File: src/rtl/ball_coord_filter_pkg.sv
// Shared constants, state encoding and helpers for the K210 ball
// coordinate filter.
package ball_coord_filter_pkg;

  localparam int COORD_W  = 10;
  localparam int H_RES    = 640;
  localparam int V_RES    = 480;
  localparam int AVG_LOG2 = 2;

  localparam logic [COORD_W-1:0] JUMP_MAX  = 10'd120;
  localparam logic [2:0]         REJ_LIMIT = 3'd3;

  typedef enum logic [1:0] {
    EMPTY = 2'b01,
    TRACK = 2'b10
  } state_t;

  function automatic logic [COORD_W:0] abs_diff(
    input logic [COORD_W-1:0] a,
    input logic [COORD_W-1:0] b
  );
    logic [COORD_W:0] d;
    d = {1'b0, a} - {1'b0, b};
    return d[COORD_W] ? (~d + 1'b1) : d;
  endfunction

endpackage

File: src/rtl/ball_coord_filter_ring_avg.sv
// Per-axis N-entry ring with running sum; avg is the truncated mean.
// Preload fills every slot with one sample for instant acquisition.
module coord_ring_avg
  import ball_coord_filter_pkg::*;
#(
  parameter int LOG2 = AVG_LOG2
) (
  input  logic               clk,
  input  logic               rst_n,
  input  logic               preload,
  input  logic               accept,
  input  logic [COORD_W-1:0] sample,
  output logic [COORD_W-1:0] avg
);

  localparam int N  = 1 << LOG2;
  localparam int SW = COORD_W + LOG2;

  logic [COORD_W-1:0] ring [N];
  logic [LOG2-1:0]    wr_ptr;
  logic [SW-1:0]      sum;

  always_ff @(posedge clk or negedge rst_n) begin
    if (!rst_n) begin
      for (int i = 0; i < N; i++) ring[i] <= '0;
      wr_ptr <= '0;
      sum    <= '0;
    end else if (preload) begin
      for (int i = 0; i < N; i++) ring[i] <= sample;
      wr_ptr <= '0;
      sum    <= SW'(sample) << LOG2;
    end else if (accept) begin
      ring[wr_ptr] <= sample;
      wr_ptr       <= wr_ptr + 1'b1;
      sum          <= sum + SW'(sample) - SW'(ring[wr_ptr]);
    end
  end

  assign avg = sum[SW-1:LOG2];

endmodule

File: src/rtl/ball_coord_filter.sv
// Filters K210 UART ball coordinates: range check, outlier rejection,
// moving average, loss timeout and a vsync-aligned output latch.
module ball_coord_filter
  import ball_coord_filter_pkg::*;
#(
  parameter int TIMEOUT_CYC = 50_000_000
) (
  input  logic               clk,
  input  logic               rst_n,
  input  logic [COORD_W-1:0] k210_xpos,
  input  logic [COORD_W-1:0] k210_ypos,
  input  logic               k210_coor_flag,
  input  logic               vsync,
  output logic [COORD_W-1:0] avg_x,
  output logic [COORD_W-1:0] avg_y,
  output logic               upd_pulse,
  output logic [COORD_W-1:0] ball_x,
  output logic [COORD_W-1:0] ball_y,
  output logic               ball_valid,
  output logic [7:0]         err_cnt
);

  localparam int TW = $clog2(TIMEOUT_CYC + 1);
  localparam logic [TW-1:0] T_LAST = TW'(TIMEOUT_CYC - 1);
  localparam logic [COORD_W-1:0] X_LIM = COORD_W'(H_RES);
  localparam logic [COORD_W-1:0] Y_LIM = COORD_W'(V_RES);

  state_t             state, state_nxt;
  logic               coor_d, cap_vld, chk_vld, vsync_d;
  logic [COORD_W-1:0] raw_x, raw_y;
  logic [TW-1:0]      timer;
  logic [2:0]         rej_cnt;
  logic               in_range, near, preload, accept;
  logic               outlier, drop;

  // parser data settles one cycle after its flag rises
  always_ff @(posedge clk or negedge rst_n) begin
    if (!rst_n) begin
      coor_d  <= 1'b1;
      cap_vld <= 1'b0;
      chk_vld <= 1'b0;
      raw_x   <= '0;
      raw_y   <= '0;
    end else begin
      coor_d  <= k210_coor_flag;
      cap_vld <= k210_coor_flag & ~coor_d;
      chk_vld <= cap_vld;
      if (cap_vld) begin
        raw_x <= k210_xpos;
        raw_y <= k210_ypos;
      end
    end
  end

  assign in_range = (raw_x < X_LIM) && (raw_y < Y_LIM);
  assign near = (abs_diff(raw_x, avg_x) <= {1'b0, JUMP_MAX})
             && (abs_diff(raw_y, avg_y) <= {1'b0, JUMP_MAX});

  always_comb begin
    state_nxt = state;
    preload   = 1'b0;
    accept    = 1'b0;
    outlier   = 1'b0;
    drop      = chk_vld & ~in_range;
    unique case (1'b1)
      state[0]: begin
        if (chk_vld && in_range) begin
          preload   = 1'b1;
          state_nxt = TRACK;
        end
      end
      state[1]: begin
        if (chk_vld && in_range && near) begin
          accept = 1'b1;
        end else begin
          if (chk_vld && in_range) begin
            outlier = 1'b1;
            preload = (rej_cnt == REJ_LIMIT - 3'd1);
          end
          if (!preload && timer == T_LAST)
            state_nxt = EMPTY;
        end
      end
      default: state_nxt = EMPTY;
    endcase
  end

  always_ff @(posedge clk or negedge rst_n) begin
    if (!rst_n) begin
      state     <= EMPTY;
      timer     <= '0;
      rej_cnt   <= '0;
      upd_pulse <= 1'b0;
      err_cnt   <= '0;
    end else begin
      state     <= state_nxt;
      upd_pulse <= preload | accept;
      if (preload || accept || state_nxt == EMPTY)
        timer <= '0;
      else
        timer <= timer + 1'b1;
      if (preload || accept || state_nxt == EMPTY)
        rej_cnt <= '0;
      else if (outlier)
        rej_cnt <= rej_cnt + 3'd1;
      if (drop && err_cnt != 8'hFF)
        err_cnt <= err_cnt + 8'd1;
    end
  end

  coord_ring_avg u_ring_x (
    .clk     (clk),
    .rst_n   (rst_n),
    .preload (preload),
    .accept  (accept),
    .sample  (raw_x),
    .avg     (avg_x)
  );

  coord_ring_avg u_ring_y (
    .clk     (clk),
    .rst_n   (rst_n),
    .preload (preload),
    .accept  (accept),
    .sample  (raw_y),
    .avg     (avg_y)
  );

  // avg regs still hold the pre-update value on a coincident edge
  always_ff @(posedge clk or negedge rst_n) begin
    if (!rst_n) begin
      vsync_d    <= 1'b0;
      ball_x     <= '0;
      ball_y     <= '0;
      ball_valid <= 1'b0;
    end else begin
      vsync_d <= vsync;
      if (vsync && !vsync_d) begin
        ball_x     <= avg_x;
        ball_y     <= avg_y;
        ball_valid <= (state == TRACK);
      end
    end
  end

endmodule

File: config.mk
export PLATFORM = sky130hd
export DESIGN_NAME = ball_coord_filter
export DESIGN_NICKNAME = d
export VERILOG_FILES = /design/src/rtl/ball_coord_filter_pkg.sv /design/src/rtl/ball_coord_filter_ring_avg.sv /design/src/rtl/ball_coord_filter.sv
export SDC_FILE = /design/constraint.sdc
export NUM_CORES = 1
export LEC_CHECK = 0
export BUFFER_PORTS_ARGS = -buffer_cell sky130_fd_sc_hd__buf_2
export CAP_MARGIN = 20
export CORE_ASPECT_RATIO = 0.6
export CORE_MARGIN = 4
export CORE_UTILIZATION = 58
export CTS_CLUSTER_DIAMETER = 120
export DETAILED_ROUTE_END_ITERATION = 16
export PLACE_DENSITY = 0.76
export SLEW_MARGIN = 20
export SYNTH_ARGS = -nofsm -noshare
export SYNTH_HDL_FRONTEND = slang
export SYNTH_SLANG_ARGS = --single-unit
export TNS_END_PERCENT = 1
File: constraint.sdc
create_clock -name clk -period 8.3 [get_ports clk]
set_input_delay 2.075 -clock clk [delete_from_list [all_inputs] [get_ports clk]]
set_output_delay 2.075 -clock clk [all_outputs]
set_load 0.02 [all_outputs]
==> flow_metrics.env, run 1 <==
export IMPL_place_gp_congestion=0.8820
export IMPL_dpl_instance_area_sq_um=11490
export IMPL_synth_nets=1104
export IMPL_place_hpwl_microns=17690
export IMPL_rsz0062_at_grt="no"
export IMPL_pin_count=74
export IMPL_drtIter0Drc=677
export IMPL_cts_root_buf="clkbuf_16"
export IMPL_die_area_sq_um=21340
export IMPL_max_freq_mhz=212.7
export IMPL_setup_violations=0
export IMPL_portBuffers=73
export IMPL_ys_seq_area_frac=0.4386
export IMPL_peakVddDrop_mv=0.1796
export IMPL_hold_viol=0
export IMPL_finalMaxSlewViolations=0
export IMPL_drc=0
export IMPL_yosysWarningCount=0
export IMPL_relSlewSlack=0.2657
export IMPL_avgSynthCellArea_sq_um=11.00
export IMPL_gr_usage_met2=0.3521
export IMPL_cts_sinks=193
export IMPL_vias=7644
export IMPL_initial_core_util=0.6004
export IMPL_ys_flop_type="dfrtp_1"
export IMPL_clk_latency_ps=430
export IMPL_use_met3=0.05628
export IMPL_grt_overflow=0
export IMPL_diodes=0
export IMPL_syn_area_sq_um=11020
export IMPL_num_rows=38
export IMPL_async_flop_share=1.000
export IMPL_dieWidth_microns=185.9
export IMPL_arrival_ps=5030
export IMPL_grt_max_degree=121
export IMPL_critPathLaunchType="flip-flop"
export IMPL_cts_made_buffers=17
export IMPL_track_usage=0.2502
export IMPL_power_density_nw_per_um2=399.7
export IMPL_busiest_layer="met1"
export IMPL_p_leak_uw=0.005596
export IMPL_yosys_area_top_type_share=0.4338
export IMPL_cts_tree="done"
export IMPL_cp_end_kind="flip-flop"
export IMPL_status="completed"
export IMPL_drt_wl_total_microns=25100
export IMPL_drv_cap=0
export IMPL_drive_gt1_frac=0.2117
export IMPL_layout_nets=1153
export IMPL_ys_top_cells_by_area="dfrtp_1 43%, mux2_2 6.5%, ha_1 6.4%"
export IMPL_clk_pin_slew_ps=70
export IMPL_met1_usage=0.3950
export IMPL_syn_inst=1002
export IMPL_antenna_found_initial=0
export IMPL_core_sq_um=18350
export IMPL_cts_setup_buffers=0
export IMPL_dr_pass1_iters=5
export IMPL_stdcell_area_sq_um=12060
export IMPL_postRouteAntennaNets=0
export IMPL_holdCritPathClass="reg -> reg"
export IMPL_cts_resized=0
export IMPL_yosys_area_top_type="dfrtp_1"
export IMPL_area_growth_syn_to_layout_pct=9.437
export IMPL_worst_slew_pin_slew_ps=1099
export IMPL_tns_ps=0
export IMPL_skew_ps=12.34
export IMPL_grt_pass1_vias=7586
export IMPL_hold_buffers=0
export IMPL_vias_per_cell=5.866
export IMPL_worst_path_max_fanout=12
export IMPL_required_ps=8630
export IMPL_fin_cells=1303
export IMPL_die_h_microns=114.8
export IMPL_crit_type="reg -> reg"
export IMPL_cts_buffer_depth=2
export IMPL_htreeDepth=4
export IMPL_finalCriticalPeriod_ps=4702
export IMPL_synth_distinct_cells=73
export IMPL_fin_crit_sh=0.5665
export IMPL_wire_per_inst_microns=19.26
export IMPL_grt_pass1_wl_microns=41700
export IMPL_synth_edff_count=0
export IMPL_total_power_uw=4820
export IMPL_placed_cells=1271
export IMPL_synth_ff_latch_count=193
cells in the mapped netlist (all sizes together), types with 2 or more instances:
cell,n
inv,105
nor2,31
and3,9
o221ai,13
a221o,2
a21o,10
ha,56
mux4,20
or3,6
clkbuf,18
a41oi,2
a2111oi,5
dfrtp,191
nor3b,2
a21oi,26
nor3,31
a31oi,3
a221oi,3
a22oi,8
or2,2
a211oi,6
nand3,31
and2,8
o211ai,4
o41ai,3
a211o,2
dfstp,2
o21bai,4
o21a,4
nand2b,8
fa,22
nand4,7
mux2,77
or4,2
nand2,86
o31ai,2
xnor2,32
o311ai,3
and4,3
a32oi,2
xor2,30
nor2b,6
buf,31
o21ai,69
state kept, by name, summed over array words and instances, names as in the netlist, 2 cells and up:
| name | flops |
|---|---|
| state | 2 |
| raw_x | 10 |
| u_ring_y.ring | 40 |
| u_ring_y.sum | 12 |
| u_ring_x.ring | 40 |
| raw_y | 10 |
| u_ring_x.wr_ptr | 2 |
| u_ring_x.sum | 12 |
| u_ring_y.wr_ptr | 2 |
| err_cnt | 8 |
| timer | 26 |
| ball_y | 10 |
| ball_x | 10 |
| rej_cnt | 3 |
stage by stage:
stage | util | worst slack, ps | hold WS (ps)
after detailed placement | 0.6261 | 3665 | 466.9
after global routing | 0.6570 | 3213 | 501.4
after global placement | 0.6260 | 3879 | 456.1
after floorplan | - | 4214 | 406.3
after CTS | 0.6566 | 3621 | 482.5
final | 0.6570 | 3598 | 477.1
power breakdown:
group / internal (uW) / switching (uW)
sequential: 1250 / 240
clock: 437 / 357
combinational: 1130 / 1410
total: 2810 / 2010
critical path, stage by stage (launching register included):
cell and delay (ps):
dfrtp_1 450, inv_1 100, ha_1 160, inv_1 50
fa_1 400, a21o_1 210, a221oi_1 340, xnor2_1 180
a2111oi_0 120, a2111oi_0 380, o2bb2a_1 370, a211oi_4 910
nand2_1 580, o221ai_1 340
kinds of logic (layout without fill, tap and decap cells):
group / count (synthesis) / count (layout) / share of synthesized area
flops: 193 / 193 / 0.4386
simple gates: 240 / 240 / 0.1061
buf+inv: 154 / 215 / 0.06098
compound gates: 178 / 178 / 0.1186
fa+ha+maj: 78 / 78 / 0.1036
mux: 97 / 97 / 0.1230
xor+xnor: 62 / 62 / 0.04928
layout by cell type (no fill, tap or decap), types with 25 or more instances in the layout:
cell type,n
nand2_1,86
dfrtp_1,191
xor2_1,30
o21ai_0,56
nor3_1,31
buf_2,72
ha_1,56
a21oi_1,25
nand3_1,31
xnor2_1,32
inv_1,104
mux2_2,64
nor2_1,30
area by class of cell:
cell class	count	area, sq um
Multi-Input combinational cell	655	5553
Inverter	105	394.1
Clock buffer	23	478.0
Sequential cell	193	4832
Clock inverter	8	81.33
Tap cell	240	300.3
Fill cell	1384	6295
Timing Repair Buffer	79	419.2
worst paths after layout:
kind,to,cells past startpoint,slack (ps),start
setup / recovery,u_ring_x.sum[11],13,3600,raw_x[0]
hold / removal,ball_x[8],2,480,ball_x[8]
setup reg to reg,u_ring_x.sum[11],13,3600,raw_x[0]
hold reg to reg,ball_x[8],2,480,ball_x[8]
max in group asynchronous,timer[10],2,5120,rst_n
min in group asynchronous,err_cnt[0],1,1710,rst_n
metal layers:
layer | vias to the layer above | share of wire | wire, microns
met5 | - | 0 | 0
met4 | 0 | 0.012 | 293
met3 | 19 | 0.067 | 1680
met2 | 218 | 0.43 | 10680
met1 | 3818 | 0.50 | 12450
li1 | 3589 | - | -
Note: power is estimated with default switching activity, not from simulation.
==> run 2, diff against run 1 <==
--- a/config.mk
+++ b/config.mk
@@ -5,6 +5,7 @@
 export SDC_FILE = /design/constraint.sdc
 export NUM_CORES = 1
 export LEC_CHECK = 0
+export ABC_AREA = 1
 export BUFFER_PORTS_ARGS = -buffer_cell sky130_fd_sc_hd__buf_2
 export CAP_MARGIN = 20
 export CORE_ASPECT_RATIO = 0.6
==> constraint.sdc (replaced) <==
create_clock -name clk -period 4.4 [get_ports clk]
set_input_delay 1.1 -clock clk [delete_from_list [all_inputs] [get_ports clk]]
set_output_delay 1.1 -clock clk [all_outputs]
set_load 0.02 [all_outputs]
==> run 2 against run 1 <==
Compared with the run above: cell count grew 39%; non-clock buffer count increased by 17; die area is 6.1% higher; setup slack worse by 3300 ps; via count is 30% higher; fmax up 14%; worst hold slack worse by 7.9 ps; clock-buffer cell count fell by 6; global-route usage is 2.9 points higher; critical endpoint is now u_ring_y.sum[10]; largest cell class unchanged; largest power group unchanged.
==> flow_metrics.env, run 2 <==
export IMPL_syn_inst=1488
export IMPL_cp_end_kind="flip-flop"
export IMPL_fin_cells=1812
export IMPL_cts_made_buffers=17
export IMPL_synthTopCellsByCount="325 x nand2_1, 252 x inv_1, 191 x dfrtp_1"
export IMPL_placed_cells=1780
export IMPL_dieWidth_microns=191.6
export IMPL_cts_tree="done"
export IMPL_top_regs="u_ring_x.ring x40, u_ring_y.ring x40, timer x26"
export IMPL_diodes=0
export IMPL_crit_path_start="u_ring_y.wr_ptr[0]"
export IMPL_hold_viol=0
export IMPL_pin_count=74
export IMPL_r2r_start="u_ring_y.wr_ptr[0]"
export IMPL_relSlewSlack=0.3589
export IMPL_cts_buffer_depth=2
export IMPL_area_growth_syn_to_layout_pct=9.414
export IMPL_use_met3=0.08662
export IMPL_cts_setup_buffers=0
export IMPL_hold_ws_ps=469.2
export IMPL_gr_usage_met2=0.3646
export IMPL_skew_ps=10.19
export IMPL_holdCritPathClass="reg -> reg"
export IMPL_yosys_mux_area_fraction=0.0009595
export IMPL_synthSimpleGateAreaFrac=0.2217
export IMPL_worst_slew_pin_slew_ps=961.6
export IMPL_synth_most_common_cell="nand2_1"
export IMPL_ys_flop_type="dfrtp_1"
export IMPL_synth_ff_latch_count=193
export IMPL_clk_pin_slew_ps=80
export IMPL_synth_fa_ha_area_frac=0.09723
export IMPL_drt_wl_total_microns=30640
export IMPL_place_gp_congestion=0.9549
export IMPL_worst_path_max_fanout=22
export IMPL_hold_buffers=0
export IMPL_avgSynthCellArea_sq_um=7.887
export IMPL_drc=0
export IMPL_grt_pass1_vias=9304
export IMPL_die_area_sq_um=22650
export IMPL_met1_usage=0.4501
export IMPL_ys_top_cells_by_area="dfrtp_1 41%, nand2_1 10%, inv_1 8.1%"
export IMPL_worst_r2r_path_depth=20
export IMPL_tns_ps=0
export IMPL_yosys_area_top_type_share=0.4072
export IMPL_yosysWarningCount=0
export IMPL_busiest_layer="met1"
export IMPL_grt_overflow=0
export IMPL_crit_top_cell="nor2_1"
export IMPL_finalCriticalPeriod_ps=4127
export IMPL_postRouteAntennaNets=0
export IMPL_drive_gt1_frac=0.1119
export IMPL_cpPeakStageDelay_ps=650
export IMPL_cp_depth=20
export IMPL_cp_top_family="compound AO/OA/AOI/OAI gates"
export IMPL_ys_seq_area_frac=0.4117
export IMPL_htreeDepth=4
export IMPL_path_buf_inv=2
export IMPL_fin_crit_sh=0.9380
export IMPL_synthXorXnorAreaFrac=0.03731
export IMPL_cts_resized=0
export IMPL_layout_nets=1635
export IMPL_grt_max_degree=115
export IMPL_synth_edff_count=0
export IMPL_peakVddDrop_mv=0.3672
export IMPL_vias_per_cell=5.493
export IMPL_portBuffers=73
export IMPL_crit_type="reg -> reg"
export IMPL_max_freq_mhz=242.3
export IMPL_synth_distinct_cells=41
export IMPL_yosys_area_top_type="dfrtp_1"
export IMPL_hold_path_depth=1
export IMPL_rsz0062_at_grt="no"
export IMPL_die_h_microns=118.2
export IMPL_core_sq_um=19420
export IMPL_cts_root_buf="clkbuf_16"
export IMPL_synth_top_family_by_area="simple AND/OR/NAND/NOR gates"
export IMPL_dr_pass1_iters=5
export IMPL_hp_start="timer[0]"
export IMPL_required_ps=4720
export IMPL_num_rows=39
export IMPL_grt_pass1_wl_microns=50120
export IMPL_critPathLaunchType="flip-flop"
export IMPL_path_cells="inv_1 -> o21ai_0 -> a21oi_1 -> a21oi_1 -> fa_1 -> inv_1 -> ha_1 -> a21oi_1 -> o21ai_0 -> a21oi_1 -> nor2_1 -> nor2_1 -> nor2_1 -> nor2_1 -> nor2_1 -> o21ai_0 -> nand2_1 -> xor2_1 -> nand2_1 -> nand3_1"
export IMPL_drv_cap=0
export IMPL_cpMaxStageDelayCell="dfrtp_1"
export IMPL_arrival_ps=4450
export IMPL_drtIter0Drc=1070
export IMPL_initial_core_util=0.6043
export IMPL_finalMaxSlewViolations=0
export IMPL_power_density_nw_per_um2=782.3
export IMPL_track_usage=0.2794
export IMPL_synth_nets=1590
export IMPL_p_leak_uw=0.006557
export IMPL_cts_sinks=193
export IMPL_n_fill_cell=1639
export IMPL_vias=9954
export IMPL_antenna_found_initial=0
export IMPL_status="completed"
export IMPL_syn_area_sq_um=11740
export IMPL_place_hpwl_microns=22080
export IMPL_synth_compound_area_share=0.1154
export IMPL_setup_violations=0
export IMPL_clk_latency_ps=450
export IMPL_final_common_cell="nand2_1"
export IMPL_layout_common_cells="325 x nand2_1, 251 x inv_1, 191 x dfrtp_1, 160 x o21ai_0, 91 x nor2_1"
export IMPL_async_flop_share=1.000
export IMPL_wire_per_inst_microns=16.91
==> run 2: cell types whose count changed in the layout (fill, tap and decap cells not counted), moves of 15 or more <==
cell and delta:
nand2_1 +239, nor3_1 -25, mux4_2 -20, inv_1 +147
mux2_2 -63, a21oi_1 +60, nor2_1 +61, buf_4 +15
o21ai_0 +104, nand4_1 +37, nand3_1 +37, xnor2_1 -20
==> run 2: kinds of logic after synthesis <==
group | after synthesis
flip-flops | 193
adder cells (fa/ha/maj) | 78
AND/OR/NAND/NOR | 577
AO/OA/AOI/OAI | 262
XOR/XNOR | 50
buffers and inverters | 327
multiplexers | 1
==> run 2: worst reg2reg max path: cells and delay by family, from the launching register on <==
| family | cells | cell delay, ps |
|---|---|---|
| xor+xnor | 1 | 150 |
| fa+ha+maj | 2 | 740 |
| simple gates | 8 | 700 |
| buf+inv | 2 | 480 |
| flops | 1 | 650 |
| compound gates | 7 | 1280 |
==> run 2: path summary, 6_finish.rpt <==
kind | endpoint | slack (ps)
worst max-delay path | u_ring_y.sum[10] | 270
worst min-delay path | timer[0] | 470
worst max register to register | u_ring_y.sum[10] | 270
worst min register to register | timer[0] | 470
max in group asynchronous | u_ring_x.ring[35] | 2700
min in group asynchronous | ball_y[6] | 760
==> run 2: stage by stage <==
step / power, uW / worst slack, ps / util / cell area, sq um
6_report: 10050 / 272.7 / 0.6612 / 12840
5_1_grt: 10960 / 2.144 / 0.6612 / 12840
4_1_cts: 9970 / 402.8 / 0.6612 / 12840
3_5_place_dp: 8289 / 515.8 / 0.6307 / 12250
3_3_place_gp: 8121 / 672.6 / 0.6307 / 12250
2_1_floorplan: 7014 / 1205 / - / 11740
==> run 2: routing by layer <==
metal / vias up / share of wire
met1: 4683 / 0.48
li1: 4790 / -
met3: 27 / 0.12
met2: 454 / 0.39
met5: - / 0
met4: 0 / 0.012
==> run 2: area by class of cell <==
class	count	area, sq um	area share
multi-input cells	968	5547	0.4319
flip-flops and latches	193	4832	0.3763
inverters	257	964.7	0.07512
repair buffers	96	571.8	0.04453
clock buffers	17	425.4	0.03313
well taps	266	332.8	0.02592
clock inverters	15	167.7	0.01306
==> run 2: where the power goes <==
part | switching [uW] | internal (uW) | leakage, uW | total (uW)
Combinational | 3580 | 2000 | 0.00377 | 5580
Sequential | 467 | 2380 | 0.00249 | 2840
Clock | 764 | 856 | 0.000292 | 1620
==> run 3, diff against run 2 <==
--- a/config.mk
+++ b/config.mk
@@ -5,7 +5,6 @@
 export SDC_FILE = /design/constraint.sdc
 export NUM_CORES = 1
 export LEC_CHECK = 0
-export ABC_AREA = 1
 export BUFFER_PORTS_ARGS = -buffer_cell sky130_fd_sc_hd__buf_2
 export CAP_MARGIN = 20
 export CORE_ASPECT_RATIO = 0.6
@@ -14,8 +13,8 @@
 export CTS_CLUSTER_DIAMETER = 120
 export DETAILED_ROUTE_END_ITERATION = 16
 export PLACE_DENSITY = 0.76
+export RECOVER_POWER = 25
 export SLEW_MARGIN = 20
 export SYNTH_ARGS = -nofsm -noshare
 export SYNTH_HDL_FRONTEND = slang
 export SYNTH_SLANG_ARGS = --single-unit
-export TNS_END_PERCENT = 1
==> run 3 against run 2 <==
Compared with the run above: the run now ends with capacitance limit, slew limit left; total power shrank 6.8%; first-iteration DRC count shrank 50%; flip-flop and latch count is the same; clock-buffer cell count grew 3; combinational power shrank 11%; clock power is essentially flat; critical path depth shrank 6; sequential power shrank 2%; largest power group unchanged; highest routed layer unchanged.
==> flow_metrics.env, run 3 (synthesis gave the netlist of run 1 again) <==
export IMPL_dpl_instance_area_sq_um=11720
export IMPL_drive_gt1_frac=0.2352
export IMPL_path_cells="buf_4 -> mux4_2 -> fa_1 -> inv_1 -> ha_1 -> inv_1 -> nor2_1 -> a2111oi_0 -> o31ai_1 -> o221ai_1 -> xnor2_1 -> and2_1 -> o21ai_0 -> o21ai_1"
export IMPL_crit_top_cell="inv_1"
export IMPL_peakVddDrop_mv=0.3544
export IMPL_postRouteAntennaNets=0
export IMPL_place_hpwl_microns=18370
export IMPL_final_seq_area_sq_um=4833
export IMPL_worst_path_max_fanout=9
export IMPL_grt_pass1_wl_microns=42370
export IMPL_vias=7842
export IMPL_core_sq_um=18350
export IMPL_drv_cap=2
export IMPL_top_regs="u_ring_x.ring x40, u_ring_y.ring x40, timer x26"
export IMPL_place_gp_congestion=0.8839
export IMPL_die_h_microns=114.8
export IMPL_rsz0062_at_grt="no"
export IMPL_area_growth_syn_to_layout_pct=12.95
export IMPL_finalCriticalPeriod_ps=4086
export IMPL_placed_cells=1298
export IMPL_comb_power_share=0.529
export IMPL_required_ps=4710
export IMPL_cp_top_family="compound AO/OA/AOI/OAI gates"
export IMPL_fin_cells=1337
export IMPL_diodes=0
export IMPL_dieWidth_microns=185.9
export IMPL_p_int_uw=5511
export IMPL_hold_ws_ps=474.3
export IMPL_crit_type="reg -> reg"
export IMPL_clk_pin_slew_ps=70
export IMPL_wire_per_inst_microns=19.16
export IMPL_drtIter0Drc=539
export IMPL_vias_per_cell=5.865
export IMPL_swShare=0.4115
export IMPL_tns_ps=0
export IMPL_seqPwrFrac=0.298
export IMPL_critPathLaunchType="flip-flop"
export IMPL_grt_overflow=0
export IMPL_p_sw_uw=3852
export IMPL_drc=0
export IMPL_num_rows=38
export IMPL_layout_nets=1186
export IMPL_power_density_nw_per_um2=752.4
export IMPL_status="finished with violations"
export IMPL_finalMaxSlewViolations=109
export IMPL_dr_pass1_iters=5
export IMPL_cts_tree="done"
export IMPL_holdCritPathClass="reg -> reg"
export IMPL_track_usage=0.2530
export IMPL_antenna_found_initial=0
export IMPL_violations="capacitance limit, slew limit"
export IMPL_cpPeakStageDelay_ps=650
export IMPL_worst_slew_pin_slew_ps=2985
export IMPL_hold_viol=0
export IMPL_die_area_sq_um=21340
export IMPL_cts_made_buffers=17
export IMPL_initial_core_util=0.6004
export IMPL_cp_end_kind="flip-flop"
export IMPL_grt_pass1_vias=7819
export IMPL_path_buf_inv=3
export IMPL_max_freq_mhz=244.7
export IMPL_cts_buffer_depth=2
export IMPL_cts_sinks=193
export IMPL_htreeDepth=4
export IMPL_arrival_ps=4390
export IMPL_cpMaxStageDelayCell="a2111oi_0"
export IMPL_p_clk_frac=0.173
export IMPL_drt_wl_total_microns=25620
export IMPL_pin_count=74
export IMPL_final_common_cell="dfrtp_1"
export IMPL_portBuffers=73
export IMPL_multi_input_comb_area_sq_um=5553
export IMPL_setup_violations=0
export IMPL_skew_ps=10.32
export IMPL_fin_crit_sh=0.9286
export IMPL_relSlewSlack=-0.9899
export IMPL_p_leak_uw=0.005809
export IMPL_layout_common_cells="190 x dfrtp_1, 104 x inv_1, 86 x nand2_1, 71 x buf_2, 64 x mux2_2"
export IMPL_stdcell_area_sq_um=12440
export IMPL_clk_latency_ps=430
export IMPL_grt_max_degree=68
export IMPL_cts_root_buf="clkbuf_16"
export IMPL_n_fill_cell=1396
==> run 3: changes by cell type in the layout (fill, tap and decap cells not counted), sizes merged, moves of 25 or more <==
cell	previous run	this run
a21oi	88	26
inv	266	107
mux2	1	77
nand2	336	86
nand3	76	31
nand4	44	7
nor2	105	31
nor3	6	31
o21ai	161	69
==> run 3: area by class of cell <==
class | count | share of cell area
Multi-Input combinational cell | 655 | 0.4462
Sequential cell | 193 | 0.3884
Timing Repair Buffer | 112 | 0.06012
Clock buffer | 20 | 0.03670
Inverter | 105 | 0.03187
Tap cell | 240 | 0.02413
Clock inverter | 12 | 0.01257
==> run 3: power by group through the flow <==
stage	logic (uW)	registers [uW]	clock network, uW
after floorplan	3680	2770	0
after global placement	4690	2770	0
after detailed placement	4820	2800	0
after CTS	4890	2770	1650
after global routing	5530	2860	1730
final	4950	2790	1620
==> run 3: worst paths after layout <==
check	start	depth (start not counted)	slack, ps	end
worst max-delay path	u_ring_y.wr_ptr[0]	14	310	u_ring_y.sum[11]
worst min-delay path	ball_y[8]	2	470	ball_y[8]
worst max register to register	u_ring_y.wr_ptr[0]	14	310	u_ring_y.sum[11]
worst min register to register	ball_y[8]	2	470	ball_y[8]
max in group asynchronous	rst_n	2	860	coor_d
min in group asynchronous	rst_n	1	1760	err_cnt[0]
==> run 3: repair_timing <==
action	4_1_cts	5_1_grt
buffers inserted	0	7
resized for setup	0	4
hold buffers	0	0
setup endpoints to repair	0	78
==> run 3: routing by layer <==
metal / wire [microns] / vias up / share of wire / track usage
met5: 0 / - / 0 / 0
met3: 1725 / 23 / 0.067 / 0.05817
li1: - / 3666 / - / -
met4: 273 / 0 / 0.011 / 0.05434
met2: 10650 / 224 / 0.42 / 0.3427
met1: 12970 / 3929 / 0.51 / 0.4140
==> run 3: stage by stage <==
step / total power (uW) / util / worst slack, ps
6_report: 9363 / 0.6781 / 314.0
5_1_grt: 10110 / 0.6781 / 0.001776
4_1_cts: 9311 / 0.6718 / 250.0
3_5_place_dp: 7615 / 0.6384 / 279.2
3_3_place_gp: 7464 / 0.6384 / 301.2
2_1_floorplan: 6448 / - / 313.7
==> run 3: tightest hold or removal path, cell delays in order, from the launching register on <==
cell and delay [ps]:
dfrtp_1 340, nand2_1 40, o21ai_0 60
